<file path="src/rtl/uart_pkg.sv">
// Shared UART serializer constants and the state encoding.
// Used by uart_serializer_param.
package uart_pkg;

  typedef enum logic [2:0] {
    IDLE   = 3'd0,
    LOAD   = 3'd1,
    SHIFT  = 3'd2,
    PARITY = 3'd3,
    DONE   = 3'd4
  } ser_state_e;

  localparam logic UART_IDLE_LEVEL = 1'b1;

  localparam int UART_DW_MIN = 5;
  localparam int UART_DW_MAX = 16;

endpackage

</file>
<file path="src/rtl/uart_serializer_param.sv">
// UART TX serializer: LSB-first shift of a DATA_WIDTH word, one bit per bit_tick.
// Build macro UART_SER_PARITY_EN appends a parity bit after the data bits.
module uart_serializer_param #(
  parameter int DATA_WIDTH = 8,
  parameter int CNT_W      = $clog2(DATA_WIDTH + 1)
) (
  input  logic                  CLK,
  input  logic                  RST,
  input  logic                  load_valid,
  output logic                  load_ready,
  input  logic [DATA_WIDTH-1:0] Parallel_data,
  input  logic                  bit_tick,
  input  logic                  par_odd,
  output logic                  serial_data,
  output logic                  serial_busy,
  output logic                  serial_done
);

  import uart_pkg::*;

  if (DATA_WIDTH < UART_DW_MIN || DATA_WIDTH > UART_DW_MAX) begin : g_bad_width
    $error("uart_serializer_param: DATA_WIDTH out of range");
  end

  localparam logic [CNT_W-1:0] CNT_LAST = CNT_W'(DATA_WIDTH);
  localparam logic [CNT_W-1:0] CNT_ONE  = CNT_W'(1);

  ser_state_e            state;
  logic [DATA_WIDTH-1:0] shreg;
  logic [CNT_W-1:0]      cnt;

`ifdef UART_SER_PARITY_EN
  // Untouched copy so parity ignores later Parallel_data changes
  logic [DATA_WIDTH-1:0] word_q;

  // Capture register for the parity source word
  always_ff @(posedge CLK or posedge RST) begin
    if (RST) begin
      word_q <= '0;
    end else if (state == IDLE && load_valid) begin
      word_q <= Parallel_data;
    end
  end
`else
  // par_odd has no function without the parity bit
  logic par_odd_unused;
  assign par_odd_unused = par_odd;
`endif

  // Frame FSM: state, shift register, bit counter and serial line
  always_ff @(posedge CLK or posedge RST) begin
    if (RST) begin
      state       <= IDLE;
      shreg       <= '0;
      cnt         <= '0;
      serial_data <= UART_IDLE_LEVEL;
    end else begin
      unique case (state)
        IDLE: begin
          if (load_valid) begin
            shreg <= Parallel_data;
            state <= LOAD;
          end
        end
        LOAD: begin
          if (bit_tick) begin
            serial_data <= shreg[0];
            shreg       <= shreg >> 1;
            cnt         <= CNT_ONE;
            state       <= SHIFT;
          end
        end
        SHIFT: begin
          if (bit_tick) begin
            if (cnt < CNT_LAST) begin
              serial_data <= shreg[0];
              shreg       <= shreg >> 1;
              cnt         <= cnt + CNT_ONE;
            end else begin
`ifdef UART_SER_PARITY_EN
              serial_data <= ^word_q ^ par_odd;
              state       <= PARITY;
`else
              serial_data <= UART_IDLE_LEVEL;
              state       <= DONE;
`endif
            end
          end
        end
        PARITY: begin
          if (bit_tick) begin
            serial_data <= UART_IDLE_LEVEL;
            state       <= DONE;
          end
        end
        DONE: begin
          cnt         <= '0;
          serial_data <= UART_IDLE_LEVEL;
          state       <= IDLE;
        end
        default: begin
          cnt         <= '0;
          serial_data <= UART_IDLE_LEVEL;
          state       <= IDLE;
        end
      endcase
    end
  end

  // Handshake and status decode from the registered state
  always_comb begin
    load_ready  = 1'b0;
    serial_busy = 1'b0;
    serial_done = 1'b0;
    unique case (1'b1)
      (state == IDLE): load_ready = ~RST;
      (state == DONE): serial_done = 1'b1;
      default:         serial_busy = 1'b1;
    endcase
  end

endmodule

</file>
<file path="config.mk">
export PLATFORM = sky130hd
export DESIGN_NAME = uart_serializer_param
export DESIGN_NICKNAME = d
export VERILOG_FILES = /design/src/rtl/uart_pkg.sv /design/src/rtl/uart_serializer_param.sv
export SDC_FILE = /design/constraint.sdc
export NUM_CORES = 1
export LEC_CHECK = 0
export CORE_MARGIN = 4
export CORE_UTILIZATION = 45
export DETAILED_ROUTE_END_ITERATION = 10
export GPL_TIMING_DRIVEN = 0
export PLACE_DENSITY = 0.77
export SYNTH_ARGS = -nofsm -noshare
export SYNTH_HDL_FRONTEND = slang
export SYNTH_SLANG_ARGS = --single-unit
</file>
<file path="constraint.sdc">
create_clock -name CLK -period 4 [get_ports CLK]
set_clock_uncertainty 0.2 [all_clocks]
set_input_delay 0.6 -clock CLK [delete_from_list [all_inputs] [get_ports CLK]]
set_output_delay 0.6 -clock CLK [all_outputs]
set_load 0.01 [all_outputs]
</file>
* Yosys cells after proc, flatten, opt, wreduce, memory -nomap -nowiden
Cells that the tools add are included.
** Storage, ports and cells
- Flip-flop bits (word level) :: 16
- Output and inout port bits :: 4
** Operators by class
- Add/sub/neg operators :: 1
- Magnitude comparators :: 1
- Equal/unequal tests :: 10
- Muxes and demuxes :: 23
- Bitwise operators :: 3
- Reductions and logical operators :: 8
** Operators with widths (count)
- $mux 8 :: 4
- $pmux 8 s3 :: 1
- $mux 3 :: 5
- $mux 4 :: 3
- $ne 2x2->1 const B :: 6
- $pmux 3 s4 :: 1
- $pmux 4 s3 :: 1
- $reduce_and 5->1 :: 2
- $reduce_and 4->1 :: 2
- $mux 1 :: 7
- $eq 3x2->1 const B :: 2
- $add 4x1->4 const B :: 1
- $lt 4x4->1 const B :: 1
- $pmux 1 s4 :: 1
- $reduce_or 2->1 :: 2
- $eq 3x1->1 const B :: 1
- $eq 3x3->1 const B :: 1
- $logic_not 3->1 :: 1
- $not 1->1 :: 3
- $reduce_bool 3->1 :: 1

* Logic depth before layout (Yosys ltp)
- Word-level depth :: 4
- Depth in mapped cells :: 5

* Worst setup path before layout
Ideal clock, no wire load.
- Path type :: input-to-reg
- From :: in bit_tick
- To :: reg shreg[0]
- Library setup time :: 0.125 ns
- Arrival :: 1.638 ns
- Required time :: 3.675 ns
- Setup slack :: 2.037 ns
- Stages on the path :: 4
- Buffers on the path :: 0
- Cell sequence :: inv_1 -> o32a_2 -> nor2_2 -> mux2_2
** Between the ends
- Longest elaborated chain between the ends :: 2
- Elaborated cells on any way between the ends :: 3
- Classes of those cells :: 2 x eq/ne; 1 x reduce/logical
** RTL lines
- start: declaration :: line uart_serializer_param.sv:12 : input logic bit_tick,
- $ne 2x2->1 (no line)
- $reduce_and 5->1 (no line) (*)
- end signal: assignment :: line uart_serializer_param.sv:61 : shreg <= Parallel_data;
- end signal: assignment :: line uart_serializer_param.sv:68 : shreg <= shreg >> 1;
- end signal: assignment :: line uart_serializer_param.sv:77 : shreg <= shreg >> 1;
- end: declaration :: line uart_serializer_param.sv:29 : logic [DATA_WIDTH-1:0] shreg;
Every way passes the cells marked *; elsewhere a longest branch is shown, timed or not.
A chain may end at the register's enable or synchronous reset.

* Worst setup path in the final report
- From :: reg state[2]
- To :: out serial_done
** Between the ends
- Longest elaborated chain between the ends :: 2
** RTL lines
- start: declaration :: line uart_serializer_param.sv:28 : ser_state_e state;
- start signal: assignment :: line uart_serializer_param.sv:53 : state <= IDLE;
- start signal: assignment :: line uart_serializer_param.sv:62 : state <= LOAD;
- start signal: assignment :: line uart_serializer_param.sv:70 : state <= SHIFT;
- $eq 3x3->1 :: line uart_serializer_param.sv:117 : (state == DONE): serial_done = 1'b1;
- $mux 1 :: line uart_serializer_param.sv:115 : unique case (1'b1)
- end: declaration :: line uart_serializer_param.sv:16 : output logic serial_done
No other way between the ends.

==> report_table.html <==
<table>
<tr><th>Metric</th><th>Value</th></tr>
<tr><th colspan="2">Outcome</th></tr>
<tr><td>Run status</td><td>completed</td></tr>
<tr><th colspan="2">Drt</th></tr>
<tr><td>Routed length per placed instance</td><td>12.1 µm</td></tr>
<tr><td>Detail-routed via count per cell</td><td>5.09</td></tr>
<tr><td>Detailed router's first-iteration violation count</td><td>6</td></tr>
<tr><td>Final routed DRC violation total</td><td>0</td></tr>
<tr><td>Post-detailed-routing wire length</td><td>1.48 mm</td></tr>
<tr><td>First-pass detailed-route iteration total</td><td>4</td></tr>
<tr><td>Antenna-violating nets left</td><td>0</td></tr>
<tr><td>Number of vias in the routed layout</td><td>621</td></tr>
<tr><th colspan="2">Final layout</th></tr>
<tr><td>Area growth from synthesis to final layout</td><td>24.2%</td></tr>
<tr><td>Final Net Count</td><td>112</td></tr>
<tr><td>Layout cells sized above 1</td><td>24.7%</td></tr>
<tr><td>Post-route standard cell area excluding fillers</td><td>1070 µm²</td></tr>
<tr><td>Antenna Diode Count</td><td>0</td></tr>
<tr><td>Number of filler instances in the final layout</td><td>165</td></tr>
<tr><th colspan="2">Floorplan</th></tr>
<tr><td>Die height</td><td>51.7 µm</td></tr>
<tr><td>Core area</td><td>1760 µm²</td></tr>
<tr><td>DIE WIDTH</td><td>51.7 µm</td></tr>
<tr><td>Total I/O pin count</td><td>17</td></tr>
<tr><td>Starting utilization of the core area</td><td>48.7%</td></tr>
<tr><td>Num rows</td><td>15</td></tr>
<tr><td>DIE AREA</td><td>2670 µm²</td></tr>
<tr><th colspan="2">Clock network</th></tr>
<tr><td>Cell chosen for the clock root</td><td>sky130_fd_sc_hd__clkbuf_4</td></tr>
<tr><td>Register clock-pin slew on the reported worst setup and hold paths</td><td>0.08 ns</td></tr>
<tr><td>CTS tree</td><td>done</td></tr>
<tr><td>Number of buffers inserted to repair setup after CTS</td><td>0</td></tr>
<tr><td>Num CTS Buffers</td><td>3</td></tr>
<tr><td>Resized cells post-CTS</td><td>0</td></tr>
<tr><td>Maximum buffer depth of the clock tree</td><td>2</td></tr>
<tr><td>Insertion delay of the later-clocked pin in the worst-skew pair</td><td>0.28 ns</td></tr>
<tr><td>Quantity of hold-fixing buffers added after cts</td><td>0</td></tr>
<tr><td>TritonCTS sink count</td><td>16</td></tr>
<tr><td>H-tree depth</td><td>1</td></tr>
<tr><th colspan="2">Worst setup path</th></tr>
<tr><td>Top cell family by delay on the critical path</td><td>buffers and inverters</td></tr>
<tr><td>Data arrival time of the critical path</td><td>1.81 ns</td></tr>
<tr><td>Worst-path cell chain</td><td>clkbuf_1, and2_1, clkdlybuf4s50_1</td></tr>
<tr><td>Top fanout value on the critical path</td><td>10</td></tr>
<tr><td>Data required time of the critical path</td><td>3.20 ns</td></tr>
<tr><td>Delay of the slowest cell on the worst path</td><td>0.53 ns</td></tr>
<tr><td>Buffering stage count on the worst path with inverters included</td><td>2</td></tr>
<tr><td>Start-to-end type of the worst setup path</td><td>reg2out</td></tr>
<tr><td>Max stage delay cell, worst path</td><td>sky130_fd_sc_hd__clkdlybuf4s50_1</td></tr>
<tr><td>Worst Setup Start Kind</td><td>register</td></tr>
<tr><td>Endpoint class of the critical path</td><td>output pin</td></tr>
<tr><th colspan="2">STA</th></tr>
<tr><td>Unrepaired setup endpoints after global routing</td><td>no</td></tr>
<tr><td>Transition time at the pin with the least slew margin</td><td>0.589 ns</td></tr>
<tr><td>Worst-case headroom to the max-slew limit</td><td>60.7%</td></tr>
<tr><td>Hold violation count in the final report</td><td>0</td></tr>
<tr><td>Final count of negative-setup-slack endpoints</td><td>0</td></tr>
<tr><td>Fin crit share</td><td>65.2%</td></tr>
<tr><td>Achievable clock frequency</td><td>0.383 GHz</td></tr>
<tr><td>Max-slew violation count</td><td>0</td></tr>
<tr><td>Setup TNS Final</td><td>0 ns</td></tr>
<tr><td>Setup ws final</td><td>1.39 ns</td></tr>
<tr><td>Crit path time final</td><td>2.61 ns</td></tr>
<tr><th colspan="2">Logic synthesis</th></tr>
<tr><td>Post-Synthesis Mean Instance Area</td><td>11.0 µm²</td></tr>
<tr><td>Most area-consuming cells after synthesis</td><td>sky130_fd_sc_hd__dfrtp_1 44%, sky130_fd_sc_hd__mux2_2 18%, sky130_fd_sc_hd__nor2_1 4.4%</td></tr>
<tr><td>Number of distinct library cells after synthesis</td><td>29</td></tr>
<tr><td>Post-Syn Instances</td><td>78</td></tr>
<tr><td>Fraction of post-synthesis cell area in the top cell type by area</td><td>43.7%</td></tr>
<tr><td>Number of warning messages in the yosys log</td><td>0</td></tr>
<tr><td>Synthesized flop and latch total</td><td>16</td></tr>
<tr><td>Part of the Yosys area used for sequential elements</td><td>46.8%</td></tr>
<tr><td>Leading area contributor after synthesis</td><td>sky130_fd_sc_hd__dfrtp_1</td></tr>
<tr><td>Mapped cell area</td><td>858 µm²</td></tr>
<tr><td>Synthesized Nets</td><td>92</td></tr>
<tr><th colspan="2">Placement</th></tr>
<tr><td>Dpl hpwl</td><td>1.14 mm</td></tr>
<tr><td>Count of port buffers added during placement</td><td>15</td></tr>
<tr><td>Gp weighted congestion</td><td>0.816</td></tr>
<tr><td>Post-placement setup slack</td><td>1.29 ns</td></tr>
<tr><td>Post-detailed-placement cell area</td><td>1040 µm²</td></tr>
<tr><th colspan="2">Power and ir drop</th></tr>
<tr><td>Worst ir drop on vdd</td><td>0.359 mV</td></tr>
<tr><td>Total power divided by cell area</td><td>710 nW/µm²</td></tr>
<tr><td>Total leakage power</td><td>0.462 nW</td></tr>
<tr><th colspan="2">Job</th></tr>
<tr><td>Maximum capacitance violations</td><td>0</td></tr>
<tr><th colspan="2">Global routing</th></tr>
<tr><td>GRT Util Overall</td><td>13.1%</td></tr>
<tr><td>First-pass GRT wire length</td><td>2.57 mm</td></tr>
<tr><td>Via count of the first global-routing pass</td><td>618</td></tr>
<tr><td>Antenna violations before repair</td><td>0</td></tr>
<tr><td>Total global routing overflow</td><td>0</td></tr>
<tr><td>Maximum number of pins on one net before global-route repair</td><td>17</td></tr>
<tr><th colspan="2">Worst hold path</th></tr>
<tr><td>Hold Crit Class</td><td>reg2reg</td></tr>
</table>
-- flip-flops by register name, summed over array words and instances, names as in the netlist --
| name | count |
|---|---|
| cnt | 4 |
| serial_data | 1 |
| shreg | 8 |
| state | 3 |
-- Yosys cell counts --
cell type	instances
sky130_fd_sc_hd__dfrtp_1	15
sky130_fd_sc_hd__mux2_2	14
sky130_fd_sc_hd__nor2_1	10
sky130_fd_sc_hd__inv_1	6
sky130_fd_sc_hd__a21oi_1	3
sky130_fd_sc_hd__mux2i_1	3
sky130_fd_sc_hd__o21ai_0	3
sky130_fd_sc_hd__a22oi_1	2
sky130_fd_sc_hd__o21bai_1	2
sky130_fd_sc_hd__a211oi_1	1
sky130_fd_sc_hd__a21o_1	1
sky130_fd_sc_hd__a21oi_2	1
sky130_fd_sc_hd__and2_1	1
sky130_fd_sc_hd__buf_4	1
sky130_fd_sc_hd__buf_6	1
sky130_fd_sc_hd__clkbuf_1	1
sky130_fd_sc_hd__dfstp_2	1
sky130_fd_sc_hd__ha_1	1
sky130_fd_sc_hd__nand2_1	1
sky130_fd_sc_hd__nand2b_1	1
sky130_fd_sc_hd__nand2b_2	1
sky130_fd_sc_hd__nand4b_1	1
sky130_fd_sc_hd__nor2_2	1
sky130_fd_sc_hd__nor3_1	1
sky130_fd_sc_hd__nor4b_1	1
sky130_fd_sc_hd__o32a_2	1
sky130_fd_sc_hd__o41ai_1	1
sky130_fd_sc_hd__or3b_1	1
sky130_fd_sc_hd__or4_1	1
-- logic make-up (layout without fill, tap and decap cells) --
family / Yosys count / in the layout / synth area share (%)
AO/OA/AOI/OAI: 15 / 15 / 12.1
buffers and inverters: 9 / 28 / 5.25
AND/OR/NAND/NOR: 20 / 20 / 12.5
adder cells (fa/ha/maj): 1 / 1 / 1.46
flip-flops: 16 / 16 / 46.8
multiplexers: 17 / 17 / 21.9
-- cell type report --
cell class / instances / area, µm² / share of cell area, %
multi-input combinational: 53 / 412 / 38.6
sequential: 16 / 402 / 37.7
timing repair buffer: 15 / 150 / 14.1
tap: 25 / 31.3 / 2.93
clock buffer: 4 / 26.3 / 2.46
buffer: 3 / 22.5 / 2.11
inverter: 6 / 22.5 / 2.11
-- where the power goes --
part           switching, mW  total [mW]  internal [mW]
Clock                 0.0469      0.0856         0.0387
Combinational          0.173       0.394          0.221
Sequential            0.0419       0.277          0.236
-- layer usage --
metal,vias up,GRT usage [%],wire length [µm]
li1,314,-,-
met2,11,20.3,675
met3,4,4.30,84
met4,0,7.86,25
met1,292,15.8,693
met5,-,0,0
-- layout by cell type (no fill, tap or decap) --
cell type                         count
sky130_fd_sc_hd__nand2_1              1
sky130_fd_sc_hd__mux2_2              14
sky130_fd_sc_hd__or4_1                1
sky130_fd_sc_hd__o21ai_0              3
sky130_fd_sc_hd__buf_4                1
sky130_fd_sc_hd__nor2_1              10
sky130_fd_sc_hd__nand2b_2             1
sky130_fd_sc_hd__nand4b_1             1
sky130_fd_sc_hd__clkbuf_4             3
sky130_fd_sc_hd__inv_1                6
sky130_fd_sc_hd__nand2b_1             1
sky130_fd_sc_hd__o32a_2               1
sky130_fd_sc_hd__clkdlybuf4s50_1     15
sky130_fd_sc_hd__nor2_2               1
sky130_fd_sc_hd__a21o_1               1
sky130_fd_sc_hd__mux2i_1              3
sky130_fd_sc_hd__o41ai_1              1
sky130_fd_sc_hd__dfrtp_1             15
sky130_fd_sc_hd__a211oi_1             1
sky130_fd_sc_hd__o21bai_1             2
sky130_fd_sc_hd__a22oi_1              2
sky130_fd_sc_hd__clkbuf_1             2
sky130_fd_sc_hd__and2_1               1
sky130_fd_sc_hd__nor3_1               1
sky130_fd_sc_hd__a21oi_1              3
sky130_fd_sc_hd__ha_1                 1
sky130_fd_sc_hd__nor4b_1              1
sky130_fd_sc_hd__a21oi_2              1
sky130_fd_sc_hd__dfstp_2              1
sky130_fd_sc_hd__or3b_1               1
sky130_fd_sc_hd__buf_6                1
-- worst register-to-register path, cell delays in order, from the launching register on --
cell and delay, ns:
sky130_fd_sc_hd__dfrtp_1 0.38, sky130_fd_sc_hd__buf_6 0.14, sky130_fd_sc_hd__nand2b_1 0.23, sky130_fd_sc_hd__o32a_2 0.39
sky130_fd_sc_hd__nor2_2 0.30, sky130_fd_sc_hd__mux2_2 0.38
-- per-stage QoR --
stage                     std cells  total power, mW  hold slack (ns)  utilization, %
final                           122            0.757            0.316            60.4
after global routing            122            0.822            0.334            60.4
after CTS                       122            0.769            0.315            60.4
after detailed placement        118            0.680            0.290            58.9
after global placement          118            0.667            0.287            58.9
after floorplan                  78            0.581            0.262               -
-- path summary, 6_finish.rpt --
kind	endpoint	depth (start not counted)	from	slack, ns
max	serial_done	3	state[2]	1.39
min	shreg[2]	1	shreg[2]	0.32
max reg2reg	shreg[2]	5	state[0]	1.89
min reg2reg	shreg[2]	1	shreg[2]	0.32
max in group asynchronous	shreg[0]	2	RST	2.71
min in group asynchronous	shreg[4]	2	RST	0.51
Note: power is estimated with default switching activity, not from simulation.
